--- src/rtl/key_debounce.sv ---
// key_debounce: multi-channel push-button conditioner.
//   Each raw active-low key pin is passed through a two-flop synchroniser,
//   then through an independent per-channel debounce FSM. A new level is
//   accepted only after DEB_CNT+1 consecutive identical synchronised samples.
//   Each accepted edge produces a one-cycle press (1->0) or release (0->1)
//   strobe, aligned with the key_out change.
// Ports:
//   sys_clk     : system clock (50 MHz)
//   sys_rst_n   : asynchronous reset, active-low
//   key_in      : raw key pins, active-low, asynchronous to sys_clk
//   key_out     : debounced level, active-low, registered
//   key_press   : one-cycle pulse when key_out bit goes 1->0
//   key_release : one-cycle pulse when key_out bit goes 0->1
module key_debounce #(
  parameter int unsigned          KEY_W   = 2,
  parameter int unsigned          CNT_W   = 20,
  parameter logic [CNT_W-1:0]     DEB_CNT = 20'd1000000
) (
  input  logic             sys_clk,
  input  logic             sys_rst_n,
  input  logic [KEY_W-1:0] key_in,
  output logic [KEY_W-1:0] key_out,
  output logic [KEY_W-1:0] key_press,
  output logic [KEY_W-1:0] key_release
);

  localparam logic [1:0] ST_UP      = 2'd0;
  localparam logic [1:0] ST_FILT_DN = 2'd1;
  localparam logic [1:0] ST_DOWN    = 2'd2;
  localparam logic [1:0] ST_FILT_UP = 2'd3;

  localparam logic [CNT_W-1:0] CNT_LAST = DEB_CNT - CNT_W'(1);

  logic [KEY_W-1:0] sync1;
  logic [KEY_W-1:0] ksync;

  // Reset to all 1s so a reset never looks like a press.
  always_ff @(posedge sys_clk or negedge sys_rst_n) begin
    if (!sys_rst_n) begin
      sync1 <= '1;
      ksync <= '1;
    end else begin
      sync1 <= key_in;
      ksync <= sync1;
    end
  end

  for (genvar g = 0; g < KEY_W; g++) begin : g_chan
    logic [1:0]       state;
    logic [CNT_W-1:0] cnt;
    logic             out_q;
    logic             press_q;
    logic             release_q;

    always_ff @(posedge sys_clk or negedge sys_rst_n) begin
      if (!sys_rst_n) begin
        state     <= ST_UP;
        cnt       <= '0;
        out_q     <= 1'b1;
        press_q   <= 1'b0;
        release_q <= 1'b0;
      end else begin
        press_q   <= 1'b0;
        release_q <= 1'b0;
        case (state)
          ST_UP: begin
            if (!ksync[g]) begin
              state <= ST_FILT_DN;
              cnt   <= '0;
            end
          end
          ST_FILT_DN: begin
            if (ksync[g]) begin
              state <= ST_UP;
              cnt   <= '0;
            end else if (cnt == CNT_LAST) begin
              state   <= ST_DOWN;
              cnt     <= '0;
              out_q   <= 1'b0;
              press_q <= 1'b1;
            end else begin
              cnt <= cnt + CNT_W'(1);
            end
          end
          ST_DOWN: begin
            if (ksync[g]) begin
              state <= ST_FILT_UP;
              cnt   <= '0;
            end
          end
          ST_FILT_UP: begin
            if (!ksync[g]) begin
              state <= ST_DOWN;
              cnt   <= '0;
            end else if (cnt == CNT_LAST) begin
              state     <= ST_UP;
              cnt       <= '0;
              out_q     <= 1'b1;
              release_q <= 1'b1;
            end else begin
              cnt <= cnt + CNT_W'(1);
            end
          end
          default: begin
            state <= ST_UP;
            cnt   <= '0;
          end
        endcase
      end
    end

    assign key_out[g]     = out_q;
    assign key_press[g]   = press_q;
    assign key_release[g] = release_q;
  end

endmodule

--- config.mk ---
export PLATFORM = sky130hd
export DESIGN_NAME = key_debounce
export DESIGN_NICKNAME = d
export VERILOG_FILES = /design/src/rtl/key_debounce.sv
export SDC_FILE = /design/constraint.sdc
export NUM_CORES = 1
export LEC_CHECK = 0
export BUFFER_PORTS_ARGS = -buffer_cell sky130_fd_sc_hd__buf_4
export CORE_AREA = 2 2 110 112
export DETAILED_ROUTE_END_ITERATION = 12
export DIE_AREA = 0 0 112 114
export PLACE_DENSITY_LB_ADDON = 0.2
export SLEW_MARGIN = 20
export SYNTH_ARGS = -nofsm -noshare
export SYNTH_HDL_FRONTEND = slang
export SYNTH_SLANG_ARGS = --single-unit
export TNS_END_PERCENT = 1
--- constraint.sdc ---
create_clock -name sys_clk -period 2.4 [get_ports sys_clk]
set_clock_uncertainty 0.15 [all_clocks]
set_input_delay 0.24 -clock sys_clk [delete_from_list [all_inputs] [get_ports sys_clk]]
set_output_delay 0.24 -clock sys_clk [all_outputs]
set_load 0.01 [all_outputs]
* Word-level counts from Yosys, hierarchy flattened
Cells that the tools add are included.
** Word-level totals
- Word-level logic and storage cells :: 94
- Output and inout bits :: 6
- Register bits :: 54
** Operators by class
- $add $sub $neg :: 2
- Equal/unequal tests :: 24
- Reduce and logical (&&, ||, !) cells :: 10
- Multiplexer cells :: 46
** Operators by type and width (number)
- $mux 20 :: 10
- $pmux 20 s4 :: 2
- $add 20x1->20 const B :: 2
- $eq 20x20->1 const B :: 2
- $mux 2 :: 12
- $ne 2x2->1 const B :: 12
- $mux 1 :: 18
- $pmux 2 s4 :: 2
- $ne 3x3->1 const B :: 4
- $reduce_and 5->1 :: 2
- $eq 2x2->1 const B :: 4
- $reduce_and 4->1 :: 2
- $eq 2x1->1 const B :: 2
- $logic_not 2->1 :: 2
- $pmux 1 s2 :: 2
- $reduce_and 2->1 :: 2
- $reduce_bool 2->1 :: 2

* Longest topological paths before layout
Gate-level depths: netlist (run 1).
- Word-level depth :: 4
- Depth in mapped cells :: 7
- Depth with buffers taken out :: 6

* Least setup slack after synthesis (run 1)
OpenSTA, ideal clock, no wires.
- Path kind :: reg2reg
- Start point :: reg g_chan[1].cnt[8]
- End point :: reg g_chan[1].cnt[15]
- Slack :: 0.363 ns
- Data arrival time :: 1.763 ns
- Stages on the path, launching flop included :: 7
- Library setup time :: 0.124 ns
- Cells stage by stage :: dfrtp_1 > or4b_4 > nor3_4 > a31o_4 > buf_8 > a311oi_1 > a211o_1
** On the way
- Longest elaborated chain between the ends :: 4
- Elaborated cells between the ends (all ways) :: 6
- Those cells by class :: add/sub: 1; eq/ne: 1; mux: 4
** RTL lines
- start, declared :: RTL line 50 : logic [CNT_W-1:0] cnt;
- start signal, assigned :: RTL line 82 : cnt <= cnt + CNT_W'(1);
- start signal, assigned :: RTL line 101 : cnt <= cnt + CNT_W'(1);
- $add 20x1->20 / $eq 20x20->1 (equally long branches)
- $mux 20 (*) :: RTL line 76, 95
- $mux 20 (on tied branches) :: RTL line 92, 73
- $pmux 20 s4 (*) :: RTL line 65 : case (state)
Every way passes the cells marked *; elsewhere a longest branch is shown, timed or not.
A chain may end at the register's enable or synchronous reset.

* Final worst setup path (run 1)
Same ends and word-level chain as after synthesis.

==> impl_metrics.ini, run 1 <==
[outcome]
status = complete, no violations

[power]
power_density_nw_per_um2 = 707
p_leak_nw = 1.32
combinationalPowerShare = 0.195
p_seq_frac = 0.437
p_int_mw = 1.65
p_sw_frac = 0.288
power_mw = 2.31
ir_worst_vdd_v = 0.000290
pwr-share-clk = 0.368
switchingPower_mw = 0.666

[clock_tree]
clk_pin_slew_worst_paths_ps = 70
clock_latency_ps = 300
hold_buffers = 3
clock_tree.root_cell = clkbuf_16
cts_resized = 0
numCtsBuffers = 5
ctsHtreeMaxLevel = 2
cts_buffer_depth = 2
cts_setup_buffers = 0
cts_tree = built
cts_num_sinks = 54

[logic_synthesis]
async_flop_share = 1.00
synth_top_area_cell = dfrtp_1
synth-seq-cells = 54
synth_ff_type = dfrtp_1
synth_edf_count = 0
synth.yosys.warnings = 0
avgSynthCellArea_um2 = 9.58
synthCells = 295
ys_seq_area_frac = 0.481
netlist_top_cells_area = dfrtp_1 (42%), dfstp_2 (5.6%), nand2_1 (5.3%)
synth_commonest_cells = dfrtp_1 (48), nand2_1 (40), o21ai_0 (25), a31oi_1 (18), nand3_1 (16)
synth.most_common_cell = dfrtp_1
synth_top_area_frac = 0.425
synth_nets = 301
syn_area_um2 = 2830
synth_cell_types = 52

[timing]
rsz0062_at_grt = no
max_freq_mhz = 458
period_needed_ps = 2180
fin_setup_tns_ps = 0
final_max_slew_viol_count = 0
relSlewSlack = 0.526
setup_violations = 0
timing.final.crit_share = 0.910
layout_setup_ws_ps = 215
tightestPinTransition_ps = 711
final_hold_viol_count = 0

[setup_path]
critPathRequiredTime_ps = 2440
critPathMaxFanout = 16
worst_setup_path_start_kind = flop
worstSetupPathType = reg2reg
end_kind = flop
crit_arrival_ps = 2220

[global_routing]
antenna_found_initial = 0
gr-total-overflow = 0
grt_start_max_net_pins = 55
track_usage = 0.104
first_global_vias = 2179
grt_pass1_wl_um = 10700

[floorplanning]
fp.dieW_um = 112
rows = 40
initial_utilization = 0.241
die_area_um2 = 12800
fp.dieH_um = 114
io_pins = 10
core_um2 = 11700

[finish]
fillCellCount = 1256
antenna_cells = 0
nets = 315
final_cells = 457
areaGrowthSynthToFinish_pct = 15.6
final_layout_size_suffix_gt1_frac = 0.148

[placement]
placedCellCount = 446
hpwl_um = 4150
dpl_worst_slack_ps = 231
gp_congestion = 0.795
portBuffers = 9

[job]
cap_violations = 0

[detailed_routing]
via_per_inst = 4.96
drt_iter0_drc = 122
dr_total_vias = 2265
drc = 0
wl_um = 6410
routedWlPerCell_um = 14.0
ant_nets = 0
dr.pass1.iters = 6

[min_path]
hp-class = reg2reg
-- cell families (layout without fill, tap and decap cells) --
logic type / Yosys count / count (layout) / share of synthesized area
and+or+nand+nor: 123 / 123 / 0.236
AOI/OAI and AO/OA: 83 / 83 / 0.200
DFF: 54 / 54 / 0.481
buffers and inverters: 24 / 39 / 0.0465
xor gates and xnor gates: 8 / 8 / 0.0248
adders and majority gates: 2 / 2 / 0.00885
muxes: 1 / 1 / 0.00354
-- per-stage QoR --
stage / hold WS (ps) / cell area, um2 / util
floorplan: -206 / 2830 / -
global placement: 194 / 3060 / 0.262
detailed placement: 199 / 3060 / 0.262
CTS: 209 / 3270 / 0.279
global route: 218 / 3270 / 0.279
finish: 209 / 3270 / 0.279
-- power groups by stage --
| stage | sequential, mW | combinational [mW] | clock, mW |
|---|---|---|---|
| after floorplan | 1.01 | 0.297 | 0 |
| after global placement | 1.03 | 0.447 | 0 |
| after detailed placement | 1.02 | 0.456 | 0 |
| after CTS | 1.01 | 0.459 | 0.888 |
| after global routing | 1.02 | 0.507 | 0.925 |
| final | 1.01 | 0.452 | 0.850 |
-- worst max-delay path: stages, from the launching register on --
cell     delay, ps
dfrtp_1        450
or4b_4         570
nor3_4         230
a31o_4         320
nor4b_1         90
a211o_1        270
-- worst paths after layout --
check / slack (ps) / end / depth (start not counted) / startpoint
max: 220 / g_chan[1].cnt[15]$_DFFE_PN0P_ / 5 / g_chan[1].cnt[8]$_DFFE_PN0P_
max in group asynchronous: 1230 / g_chan[0].cnt[3]$_DFFE_PN0P_ / 2 / sys_rst_n
min reg2reg: 210 / ksync[0]$_DFF_PN1_ / 0 / sync1[0]$_DFF_PN1_
min: 210 / ksync[0]$_DFF_PN1_ / 0 / sync1[0]$_DFF_PN1_
max reg2reg: 220 / g_chan[1].cnt[15]$_DFFE_PN0P_ / 5 / g_chan[1].cnt[8]$_DFFE_PN0P_
min in group asynchronous: 400 / g_chan[1].cnt[15]$_DFFE_PN0P_ / 2 / sys_rst_n
-- flip-flops by register name (all words and copies together) (netlist names), named ones only --
register and cells:
ksync 2, g_chan.out_q 2, g_chan.state 2, sync1 2
g_chan.cnt 40, g_chan.press_q 2, g_chan.release_q 2
-- layout make-up --
class | count | area, um2 | area share
clock buffer | 7 | 143 | 0.0437
multi-input combinational | 217 | 1340 | 0.409
clock inverter | 1 | 30.0 | 0.00919
tap | 147 | 184 | 0.0563
sequential | 54 | 1360 | 0.416
timing repair buffer | 21 | 178 | 0.0544
inverter | 10 | 37.5 | 0.0115
-- layer usage --
layer  vias to the layer above  routed length [um]  GRT usage
li1                       1117                   -          -
met1                      1107                3100      0.129
met2                        27                3000      0.176
met3                        14                 171     0.0244
met4                         0                 137     0.0423
met5                         -                   0          0
-- cells in the final DEF (no fill, tap or decap), types with 3 or more instances in the layout --
cell / count
nor3_1: 7
dfstp_2: 6
o31ai_1: 3
nand2b_1: 3
a22o_1: 4
o21ai_0: 25
clkbuf_16: 5
inv_1: 10
nand4_1: 9
nand3_1: 16
dlygate4sd3_1: 3
and3_1: 7
xor2_1: 4
dfrtp_1: 48
buf_4: 17
a21oi_1: 10
xnor2_1: 4
nor2_1: 15
nand2_1: 40
a21o_1: 5
a31oi_1: 18
a41oi_1: 6
Note: power is estimated with default switching activity, not from simulation.
==> run 2: changes to the inputs <==
Clock period 2.4 ns to 1.8 ns, I/O delays scaled along.
==> run 2 against run 1 <==
The run now ends with negative setup slack left; total power increased by 38%; sequential cell count stayed put; first-iteration DRC count is 37% higher; non-clock buffer count grew 64; cell area up 16%; via count increased by 10%.
==> impl_metrics.ini, run 2 (synthesis results as in run 1) <==
[setup_path]
critPathMaxStageDelay_ps = 550
path_cells = or4b_4 -> nor3_4 -> a31o_4 -> nor4b_1 -> a211o_1
cp.buffers_inverters = 0
critical_path.slowest_cell = or4b_4
critPathMaxFanout = 15
worstSetupPathType = reg2reg
worst_setup_path_start_kind = flop
critPathRequiredTime_ps = 1830
reg2reg_depth = 5
end_kind = flop
path_delay_family = simple AND/OR/NAND/NOR gates
crit_arrival_ps = 2100
crit_cells = 5

[finish]
areaGrowthSynthToFinish_pct = 34.3
fin_util = 0.324
final_common_cell = buf_4
nets = 379
final_cell_mix = buf_4 (80), dfrtp_1 (48), nand2_1 (38), o21ai_0 (19), a31oi_1 (18)
largest-register = g_chan.cnt
final_layout_size_suffix_gt1_frac = 0.329
antenna_cells = 0
largest_reg_flops = 40

[detailed_routing]
dr.pass1.iters = 4
ant_nets = 0
wl_um = 6780
drc = 0
routedWlPerCell_um = 13.0
via_per_inst = 4.79
dr_total_vias = 2497
drt_iter0_drc = 167

[clock_tree]
cts_num_sinks = 54
clock_tree.root_cell = clkbuf_16
numCtsBuffers = 5
cts_tree = built
clk_pin_slew_worst_paths_ps = 70
cts_setup_buffers = 0
cts_buffer_depth = 2
ctsHtreeMaxLevel = 2
clock_latency_ps = 300

[timing]
final_max_slew_viol_count = 0
final_hold_viol_count = 0
timing.final.crit_share = 1.14
rsz0062_at_grt = yes
setup_violations = 35
layout_setup_ws_ps = -261
max_freq_mhz = 485
relSlewSlack = 0.516
tightestPinTransition_ps = 726
period_needed_ps = 2060

[global_routing]
grt_start_max_net_pins = 55
grt_pass1_wl_um = 11600
antenna_found_initial = 0
gr-total-overflow = 0
track_usage = 0.112
first_global_vias = 2450

[floorplanning]
fp.dieW_um = 112
fp.dieH_um = 114
initial_utilization = 0.241
io_pins = 10
core_um2 = 11700
die_area_um2 = 12800
rows = 40

[min_path]
whs_path_depth = 0
hp-class = reg2reg

[outcome]
status = complete, but fails checks
violations = negative setup slack

[power]
power_mw = 3.18
power_density_nw_per_um2 = 838
ir_worst_vdd_v = 0.000425
p_leak_nw = 1.64

[placement]
hpwl_um = 4690
gp_congestion = 0.748
dpl_worst_slack_ps = -249
portBuffers = 9

[job]
cap_violations = 0
[run 2: area by class of cell]
| cell class | count | area [um2] |
|---|---|---|
| Clock buffer | 6 | 139 |
| Clock inverter | 2 | 12.5 |
| Fill cell | 1224 | 7920 |
| Inverter | 10 | 37.5 |
| Multi-Input combinational cell | 217 | 1400 |
| Sequential cell | 54 | 1360 |
| Tap cell | 147 | 184 |
| Timing Repair Buffer | 85 | 662 |
[run 2: through the flow]
stage / area, um2 / hold slack (ps) / TNS [ps] / instances
floorplan: 2830 / -266 / -3550 / 295
global placement: 3540 / 139 / -5710 / 510
detailed placement: 3540 / 139 / -5540 / 510
CTS: 3760 / 210 / -5310 / 521
global route: 3800 / 213 / -8380 / 521
finish: 3800 / 209 / -4490 / 521
[run 2: metal layers]
metal	GRT usage	routed length, um
met5	0	0
met4	0.0301	79
met3	0.0244	211
met2	0.191	3310
met1	0.144	3180
[run 2: path summary, 6_finish.rpt]
kind                                               from                       endpoint  slack [ps]
setup / recovery           g_chan[1].cnt[8]$_DFFE_PN0P_  g_chan[1].cnt[15]$_DFFE_PN0P_        -260
min in group asynchronous                     sys_rst_n  g_chan[1].cnt[12]$_DFFE_PN0P_         330
setup reg to reg           g_chan[1].cnt[8]$_DFFE_PN0P_  g_chan[1].cnt[15]$_DFFE_PN0P_        -260
hold / removal                       sync1[1]$_DFF_PN1_             ksync[1]$_DFF_PN1_         210
hold reg to reg                      sync1[1]$_DFF_PN1_             ksync[1]$_DFF_PN1_         210
max in group asynchronous                     sys_rst_n   g_chan[1].cnt[6]$_DFFE_PN0P_         690
[run 2: timing repair]
action	4_1_cts	5_1_grt
endpoints found under the setup margin	42	43
pin swaps	9	6
hold endpoints to repair	50	0
resized for setup	9	14
hold buffers	3	0
cloned	0	0
[run 2: power by group]
group          internal [mW]  switching [mW]
Sequential              1.28          0.0457
Clock                  0.553           0.455
Combinational          0.398           0.454
Total                   2.23           0.955
